**config.mk**
```make
export PLATFORM = sky130hd
export DESIGN_NAME = btn_ctrl
export DESIGN_NICKNAME = d
export VERILOG_FILES = /design/src/rtl/btn_pkg.sv /design/src/rtl/btn_channel.sv /design/src/rtl/btn_ctrl.sv
export SDC_FILE = /design/constraint.sdc
export NUM_CORES = 1
export LEC_CHECK = 0
export ABC_AREA = 1
export CORE_MARGIN = 3
export CORE_UTILIZATION = 55
export DETAILED_ROUTE_END_ITERATION = 8
export PLACE_DENSITY_LB_ADDON = 0.05
export SLEW_MARGIN = 40
export SYNTH_ARGS = -nofsm -noshare
export SYNTH_HDL_FRONTEND = slang
export SYNTH_SLANG_ARGS = --single-unit
```
**constraint.sdc**
```tcl
create_clock -name clk -period 1.8 [get_ports clk]
set_clock_uncertainty 0.1 [all_clocks]
set_input_delay 0.27 -clock clk [delete_from_list [all_inputs] [get_ports clk]]
set_output_delay 0.27 -clock clk [all_outputs]
set_load 0.01 [all_outputs]
```
**src/rtl/btn_pkg.sv**
```systemverilog
// btn_pkg: shared types and default constants for the button front end.
//   btn_state_t      - per-channel debounce FSM state
//   BTN_DEBOUNCE_DEF - default debounce length (5 ms at 100 MHz)
//   BTN_LONG_DEF     - default long-press hold length (1 s at 100 MHz)
package btn_pkg;

  typedef enum logic [1:0] {
    IDLE      = 2'd0,
    RISE_WAIT = 2'd1,
    HELD      = 2'd2,
    FALL_WAIT = 2'd3
  } btn_state_t;

  localparam int BTN_DEBOUNCE_DEF = 500000;
  localparam int BTN_LONG_DEF     = 100000000;

endpackage

```
**src/rtl/btn_channel.sv**
```systemverilog
// btn_channel: one button channel -- 2-FF synchroniser, debounce FSM with
// down-to-terminal compare on an up-counter, press/release strobes, toggle,
// and (when BTN_LONGPRESS_EN is defined) a long-press hold counter.
// Ports:
//   clk, rst   - system clock, synchronous active-high reset
//   btn        - raw asynchronous button pin, active-high
//   level_o    - debounced level
//   press_o    - one-cycle strobe on debounced rising edge
//   release_o  - one-cycle strobe on debounced falling edge
//   toggle_o   - flips on every debounced press
//   long_o     - one-cycle strobe after LONG_CYCLES of hold (0 if compiled out)
//
// state     | meaning
// IDLE      | level 0, synchronised input 0
// RISE_WAIT | level 0, input 1, counting stable cycles
// HELD      | level 1, input 1
// FALL_WAIT | level 1, input 0, counting stable cycles
module btn_channel
  import btn_pkg::*;
#(
  parameter int DEBOUNCE_CYCLES = BTN_DEBOUNCE_DEF,
  parameter int LONG_CYCLES     = BTN_LONG_DEF
) (
  input  logic clk,
  input  logic rst,
  input  logic btn,
  output logic level_o,
  output logic press_o,
  output logic release_o,
  output logic toggle_o,
  output logic long_o
);

  localparam int DW = $clog2(DEBOUNCE_CYCLES + 1);
  localparam logic [DW-1:0] DB_LAST = DW'(DEBOUNCE_CYCLES - 1);

  btn_state_t    state;
  logic [1:0]    sync_q;
  logic [DW-1:0] db_cnt;
  logic          s;
  logic          rise_done;
  logic          fall_done;

  assign s         = sync_q[1];
  assign rise_done = (state == RISE_WAIT) && s  && (db_cnt == DB_LAST);
  assign fall_done = (state == FALL_WAIT) && !s && (db_cnt == DB_LAST);

  always_ff @(posedge clk) begin
    if (rst) begin
      state     <= IDLE;
      sync_q    <= 2'b00;
      db_cnt    <= '0;
      level_o   <= 1'b0;
      press_o   <= 1'b0;
      release_o <= 1'b0;
      toggle_o  <= 1'b0;
    end else begin
      sync_q    <= {sync_q[0], btn};
      press_o   <= 1'b0;
      release_o <= 1'b0;
      case (state)
        IDLE: begin
          db_cnt <= '0;
          if (s) state <= RISE_WAIT;
        end
        RISE_WAIT: begin
          if (!s) begin
            state  <= IDLE;
            db_cnt <= '0;
          end else if (rise_done) begin
            state    <= HELD;
            db_cnt   <= '0;
            level_o  <= 1'b1;
            press_o  <= 1'b1;
            toggle_o <= ~toggle_o;
          end else begin
            db_cnt <= db_cnt + 1'b1;
          end
        end
        HELD: begin
          db_cnt <= '0;
          if (!s) state <= FALL_WAIT;
        end
        FALL_WAIT: begin
          if (s) begin
            state  <= HELD;
            db_cnt <= '0;
          end else if (fall_done) begin
            state     <= IDLE;
            db_cnt    <= '0;
            level_o   <= 1'b0;
            release_o <= 1'b1;
          end else begin
            db_cnt <= db_cnt + 1'b1;
          end
        end
        default: state <= IDLE;
      endcase
    end
  end

`ifdef BTN_LONGPRESS_EN
  localparam int HW = $clog2(LONG_CYCLES + 1);
  localparam logic [HW-1:0] HOLD_LAST = HW'(LONG_CYCLES - 1);
  localparam logic [HW-1:0] HOLD_SAT  = HW'(LONG_CYCLES);

  logic [HW-1:0] hold_cnt;

  // Hold time keeps running through release bounces (FALL_WAIT) so a short
  // glitch does not restart the long-press measurement.
  always_ff @(posedge clk) begin
    if (rst) begin
      hold_cnt <= '0;
      long_o   <= 1'b0;
    end else begin
      long_o <= 1'b0;
      if (rise_done || fall_done) begin
        hold_cnt <= '0;
      end else if (state == HELD || state == FALL_WAIT) begin
        if (hold_cnt == HOLD_LAST) begin
          long_o   <= 1'b1;
          hold_cnt <= HOLD_SAT;
        end else if (hold_cnt < HOLD_LAST) begin
          hold_cnt <= hold_cnt + 1'b1;
        end
      end else begin
        hold_cnt <= '0;
      end
    end
  end
`else
  assign long_o = 1'b0;
`endif

endmodule

```
**src/rtl/btn_ctrl.sv**
```systemverilog
// btn_ctrl: multi-channel button front end; N_BTN independent btn_channel
// instances sharing clk/rst. Long-press support is built only when
// BTN_LONGPRESS_EN is defined; otherwise long_o is constant 0.
// Ports:
//   clk, rst   - system clock, synchronous active-high reset
//   btn        - raw button pins [N_BTN-1:0], active-high
//   level_o    - debounced levels
//   press_o    - press strobes
//   release_o  - release strobes
//   toggle_o   - per-channel toggle
//   long_o     - long-press strobes
module btn_ctrl
  import btn_pkg::*;
#(
  parameter int N_BTN           = 5,
  parameter int DEBOUNCE_CYCLES = BTN_DEBOUNCE_DEF,
  parameter int LONG_CYCLES     = BTN_LONG_DEF
) (
  input  logic             clk,
  input  logic             rst,
  input  logic [N_BTN-1:0] btn,
  output logic [N_BTN-1:0] level_o,
  output logic [N_BTN-1:0] press_o,
  output logic [N_BTN-1:0] release_o,
  output logic [N_BTN-1:0] toggle_o,
  output logic [N_BTN-1:0] long_o
);

  for (genvar i = 0; i < N_BTN; i++) begin : g_ch
    btn_channel #(
      .DEBOUNCE_CYCLES(DEBOUNCE_CYCLES),
      .LONG_CYCLES    (LONG_CYCLES)
    ) u_ch (
      .clk      (clk),
      .rst      (rst),
      .btn      (btn[i]),
      .level_o  (level_o[i]),
      .press_o  (press_o[i]),
      .release_o(release_o[i]),
      .toggle_o (toggle_o[i]),
      .long_o   (long_o[i])
    );
  end

endmodule

```
# --- Yosys cells after proc, flatten, opt, wreduce, memory -nomap -nowiden ---
# Cells that the tools add are included.
word_totals:
  reg_bits: 135
  out_inout_bits: 25
  wordCells: 280
op_classes:
  mux: 95
  bitwise: 20
  n_addsub: 5
  n_eq_ne: 60
  reduce_logical: 65
op_table:
  columns: ["cell", "count"]
  rows:
  - ["19-bit 2-to-1 mux", 20]
  - ["19-bit case mux with 3 select lines", 5]
  - ["19-bit by 1-bit adder with 19-bit output (second input constant)", 5]
  - ["19-bit equality test (second input constant)", 5]
  - ["2-bit 2-to-1 mux", 30]
  - ["2-bit by 1-bit inequality test with 1-bit output (second input constant)", 20]
  - ["2-bit case mux with 4 select lines", 5]
  - ["1-bit 2-to-1 mux", 30]
  - ["3-bit OR reduction", 10]
  - ["5-bit AND reduction", 5]
  - ["2-bit equality test (second input constant)", 10]
  - ["1-bit logical AND", 20]
  - ["2-bit inequality test (second input constant)", 10]
  - ["1-bit NOT", 20]
  - ["4-bit AND reduction", 5]
  - ["3-bit by 1-bit inequality test with 1-bit output (second input constant)", 5]
  - ["3-bit inequality test (second input constant)", 5]
  - ["3-bit AND reduction", 5]
  - ["2-bit by 1-bit equality test with 1-bit output (second input constant)", 5]
  - ["2-bit logical NOT", 5]
  - ["1-bit case mux with 2 select lines", 5]
  - ["2-bit nonzero test", 5]
  - ["2-bit OR reduction", 5]
  - ["1-bit logical NOT", 5]

# --- Logic depth before layout (Yosys ltp) ---
depth:
  word_depth: 6
  mapped_depth: 10
  depth_no_buf: 10

# --- Hierarchy ---
# Synthesis repeated with hierarchy kept, for this count alone.
unflattened:
  hier_cells: 904
  hier_area_um2: 6373.6
by_module_without_submodules:
  columns: ["mod", "cells_per_inst", "n_inst", "area_each_um2"]
  rows:
  - ["btn_channel at g_ch[0].u_ch ...", 179, 4, 1268.7]
  - ["btn_channel at g_ch[4].u_ch", 188, 1, 1298.7]

# --- Worst setup path after synthesis ---
# No wires, ideal clock.
synth_path:
  kind: "register to register"
  from: "register g_ch[4].u_ch.db_cnt[0]"
  to: "register g_ch[4].u_ch.db_cnt[16]"
  path_stages_with_launch: 11
  setup_slack_ps: 232
  required_time_ps: 1584
  setup_time_ps: 116
  n_path_buf: 0
  synth_period_minus_slack_ps: 1568
  arrival_ps: 1351
  cell_sequence: "dfxtp_1 > ha_1 > nand2_1 > nor2_1 > nand2_1 > nor2_2 > nand2_1 > nor2_1 > nand2_1 > nand2_1 > nor2_1"
synth_between:
  elab_chain_cells: 5
synth_rtl:
  columns: ["element", "line_no", "source"]
  rows:
  - ["start, declared", "btn_channel.sv:39", "logic [DW-1:0] db_cnt;"]
  - ["start signal, assigned", "btn_channel.sv:77", "db_cnt <= db_cnt + 1'b1;"]
  - ["start signal, assigned", "btn_channel.sv:94", "db_cnt <= db_cnt + 1'b1;"]
  - ["branches (longest 4 deep; another with 19-bit by 1-bit adder with 19-bit output)", null, null]
  - ["19-bit case mux with 3 select lines *", "btn_channel.sv:61", "case (state)"]
# Every way passes the cells marked *.
# A chain may end at the register's enable or synchronous reset.

# --- Worst setup path in the final report ---
layout_path:
  from: "register g_ch[1].u_ch.toggle_o"
  to: "output port toggle_o[1]"
layout_lines:
  columns: ["element", "line_no", "source"]
  rows:
  - ["start, declared", "btn_channel.sv:30", "output logic toggle_o,"]
  - ["start signal, assigned", "btn_channel.sv:75", "toggle_o <= ~toggle_o;"]
  - ["end, declared", "btn_ctrl.sv:25", "output logic [N_BTN-1:0] toggle_o,"]
# No word-level cell between the ends.

==> qor.txt <==
CP Cell Sequence: clkdlybuf4s50_1
r2r endpoint: g_ch[1].u_ch.db_cnt[18]
PortBufs: 26
final worst path period share: 0.9456
Max Transition Viols Final: 0
chip height: 117.2 um
Detailed Route Iter0 Violations: 314
CTS root buf: clkbuf_16
share of the synthesized area in the top cell type: 0.3976
total number of vias: 5769
drt wl/cell: 11.10 um
Cell Rows: 39
core box area: 0.01176 mm2
Clk pwr share: 0.534
Net Sw Frac: 0.1970
worst reg2reg path depth: 10
area of the mapped netlist: 0.006797 mm2
critical path type: register to output pin
leakage: 2.931 nW
fin crit period: 1.702 ns
cell taking the most area after synthesis: dfxtp_1
Post-Synthesis Cells: 978
GRT Util Overall: 0.2103
required time worst endpoint: 1.43 ns
critical path's top delay family: buffers and inverters
Synth Warn #: 0
total power divided by cell area: 874.0 mW/mm2
DIE AREA: 0.01373 mm2
DIE WIDTH: 117.2 um
Top FF cell, synth: dfxtp_1
crit path launch: g_ch[1].u_ch.toggle_o
# diodes: 0
DRT Wirelength: 13.15 mm
global-route wire length before repair: 23.34 mm
Clock Sinks: 135
DRC: 0
slowest stage delay, CP: 0.54 ns
Critical Path Sink Type: output pin
post-layout util: 0.6639
largest net degree at the start of global routing: 27
logic gate share of total power: 0.022
fmax: 587.5 MHz
htree depth: 4
area grow syn2layout: 14.87%
crit path capture: toggle_o[1]
final setup fails: 0
Tot Pwr: 6.824 mW
hold_buf cts: 0
Peak VDD IR: 0.0006839 V
1st-pass router iterations: 6
status: complete, no violations
final HPWL from detailed placement: 9.425 mm
CTS tree: done
Slowest-stage cell, CP: clkdlybuf4s50_1
total CTS buffers: 17
Nets: 1020
Worst-path clk slew: 0.05 ns
worst reg2reg startpoint: g_ch[1].u_ch.db_cnt[0]
cell depth of the worst setup path: 1
Sequential Power Share: 0.445
sequential share of the synthesized area: 0.3976
setup TNS: 0 ns
Placer Congestion: 0.8944
vias in the first global route: 5265
initial antenna violation count: 0
Switch Pwr: 1.344 mW
Internal Pwr Total: 5.480 mW
Post-synth EDFFs: 0
Synth cell types: 40
Starting Density: 0.5779
worst skew pair latency: 0.42 ns
Worst setup SP type: register
fraction of layout cells with a size suffix above 1: 0.1147
synthesized flop and latch total: 135
Buf/Inv on CP: 1
io pins: 32
syn avg cell area: 6.949 um2
R2R setup slack: 0.16 ns
Antenna Nets Post-Route: 0
fill cell count: 1035
routed vias/inst: 4.872
Hold Vio Cnt, Final: 0
Bufs on Longest Clock Path: 2
Hold/Removal Path Class: input pin to register
ys async rst share: 0
Crit Path Max Fanout: 3
max_cap viols: 0
Crit path arrival time: 1.33 ns
grt total ovfl: 0
top cells by area, synth: dfxtp_1 40%, nor2_1 11%, nand2_1 11%
[tightest hold or removal path: stages]
cell and delay, ns:
clkdlybuf4s50_1 0.39, inv_1 0.05, nor2_1 0.03
[per-stage QoR]
step	instances	hold slack (ns)	area, um2	worst slack, ns
CTS	1182	0.2455	7764	0.007233
global placement	1151	0.2903	7142	0.1484
floorplan	982	0.2770	6812	0.2324
finish	1184	0.2603	7807	0.09800
global route	1184	0.2705	7807	-0.01045
detailed placement	1151	0.2938	7142	0.1239
[sequential cells by signal (all words and copies together), names as in the netlist, named ones only]
register	flops
g_ch.u_ch.db_cnt	95
g_ch.u_ch.level_o	5
g_ch.u_ch.press_o	5
g_ch.u_ch.release_o	5
g_ch.u_ch.state	5
g_ch.u_ch.sync_q	10
g_ch.u_ch.toggle_o	5
[synth_stat cells, types with 4 or more instances]
cell	number
nor2_1	202
nand2_1	195
dfxtp_1	135
inv_1	120
nand3_1	61
nand4_1	36
xor2_1	32
nor3_1	27
buf_4	26
nor2_2	26
o21ai_0	19
a21oi_1	13
xnor2_1	11
nand2_2	7
inv_2	6
ha_1	5
nand2_4	5
nand3_2	5
nor2_4	5
clkbuf_1	4
nor3_2	4
o21bai_1	4
[power groups by stage]
stage               Combinational (mW)  Sequential (mW)  Clock, mW
global placement                 0.144             3.10          0
detailed placement               0.146             3.10          0
finish                           0.148             3.03       3.64
floorplan                        0.112             3.09          0
global route                     0.169             3.04       3.82
CTS                              0.147             3.03       3.71
[timing repair]
| action | 4_1_cts | 5_1_grt |
|---|---|---|
| gates resized for setup | 0 | 10 |
| buffers inserted | 0 | 1 |
| endpoints found under the setup margin | 0 | 33 |
[cell type report]
type,instances,area [um2],area share
Clock buffer,22,474.2,0.06074
Clock inverter,9,147.6,0.01891
Inverter,127,479.2,0.06138
Multi-Input combinational cell,683,3390,0.4341
Sequential cell,135,2704,0.3463
Tap cell,164,205.2,0.02628
Timing Repair Buffer,44,407.9,0.05224
[cells by family (layout without fill, tap and decap cells)]
group	count (synthesis)	after routing	synth area share
adder cells (fa/ha/maj)	5	5	0.009205
AND/OR/NAND/NOR	586	587	0.3916
buffers and inverters	165	202	0.1110
AO/OA/AOI/OAI	43	43	0.03461
XOR/XNOR	43	43	0.05541
flip-flops	135	135	0.3976
other	1	5	0.0005518
[placed cells by master, fill, tap and decap left out, types with 3 or more instances in the layout]
| cell type | Yosys | routed |
|---|---|---|
| a21oi_1 | 13 | 13 |
| buf_4 | 26 | 17 |
| bufinv_16 | 0 | 4 |
| clkbuf_16 | 0 | 17 |
| clkbuf_8 | 0 | 3 |
| clkdlybuf4s50_1 | 0 | 26 |
| clkinv_2 | 0 | 4 |
| conb_1 | 1 | 5 |
| dfxtp_1 | 135 | 134 |
| ha_1 | 5 | 4 |
| inv_1 | 120 | 120 |
| inv_2 | 6 | 6 |
| nand2_1 | 195 | 193 |
| nand2_2 | 7 | 9 |
| nand2_4 | 5 | 6 |
| nand3_1 | 61 | 61 |
| nand3_2 | 5 | 5 |
| nand4_1 | 36 | 36 |
| nor2_1 | 202 | 200 |
| nor2_2 | 26 | 26 |
| nor2_4 | 5 | 7 |
| nor3_1 | 27 | 27 |
| nor3_2 | 4 | 4 |
| o21ai_0 | 19 | 19 |
| o21bai_1 | 4 | 4 |
| xnor2_1 | 11 | 11 |
| xor2_1 | 32 | 32 |
[how the worst min path moves through the flow]
| stage | startpoint | to | slack (ns) | depth (start not counted) |
|---|---|---|---|---|
| global route | btn[4] | g_ch[4].u_ch.sync_q[0] | 0.27 | 3 |
| CTS | btn[4] | g_ch[4].u_ch.sync_q[0] | 0.25 | 3 |
| floorplan | btn[0] | g_ch[0].u_ch.sync_q[0] | 0.28 | 2 |
| finish | btn[4] | g_ch[4].u_ch.sync_q[0] | 0.26 | 3 |
| detailed placement | g_ch[4].u_ch.sync_q[0] | g_ch[4].u_ch.sync_q[1] | 0.29 | 2 |
| global placement | g_ch[4].u_ch.sync_q[0] | g_ch[4].u_ch.sync_q[1] | 0.29 | 2 |
[metal layers]
layer	up-vias	routed length [um]	GRT usage
met1	2554	6577	0.2843
met4	0	152	0.07951
met2	102	5849	0.3220
met5	-	0	0
li1	3097	-	-
met3	16	566	0.05656
Power figures use the tool's default switching activity.
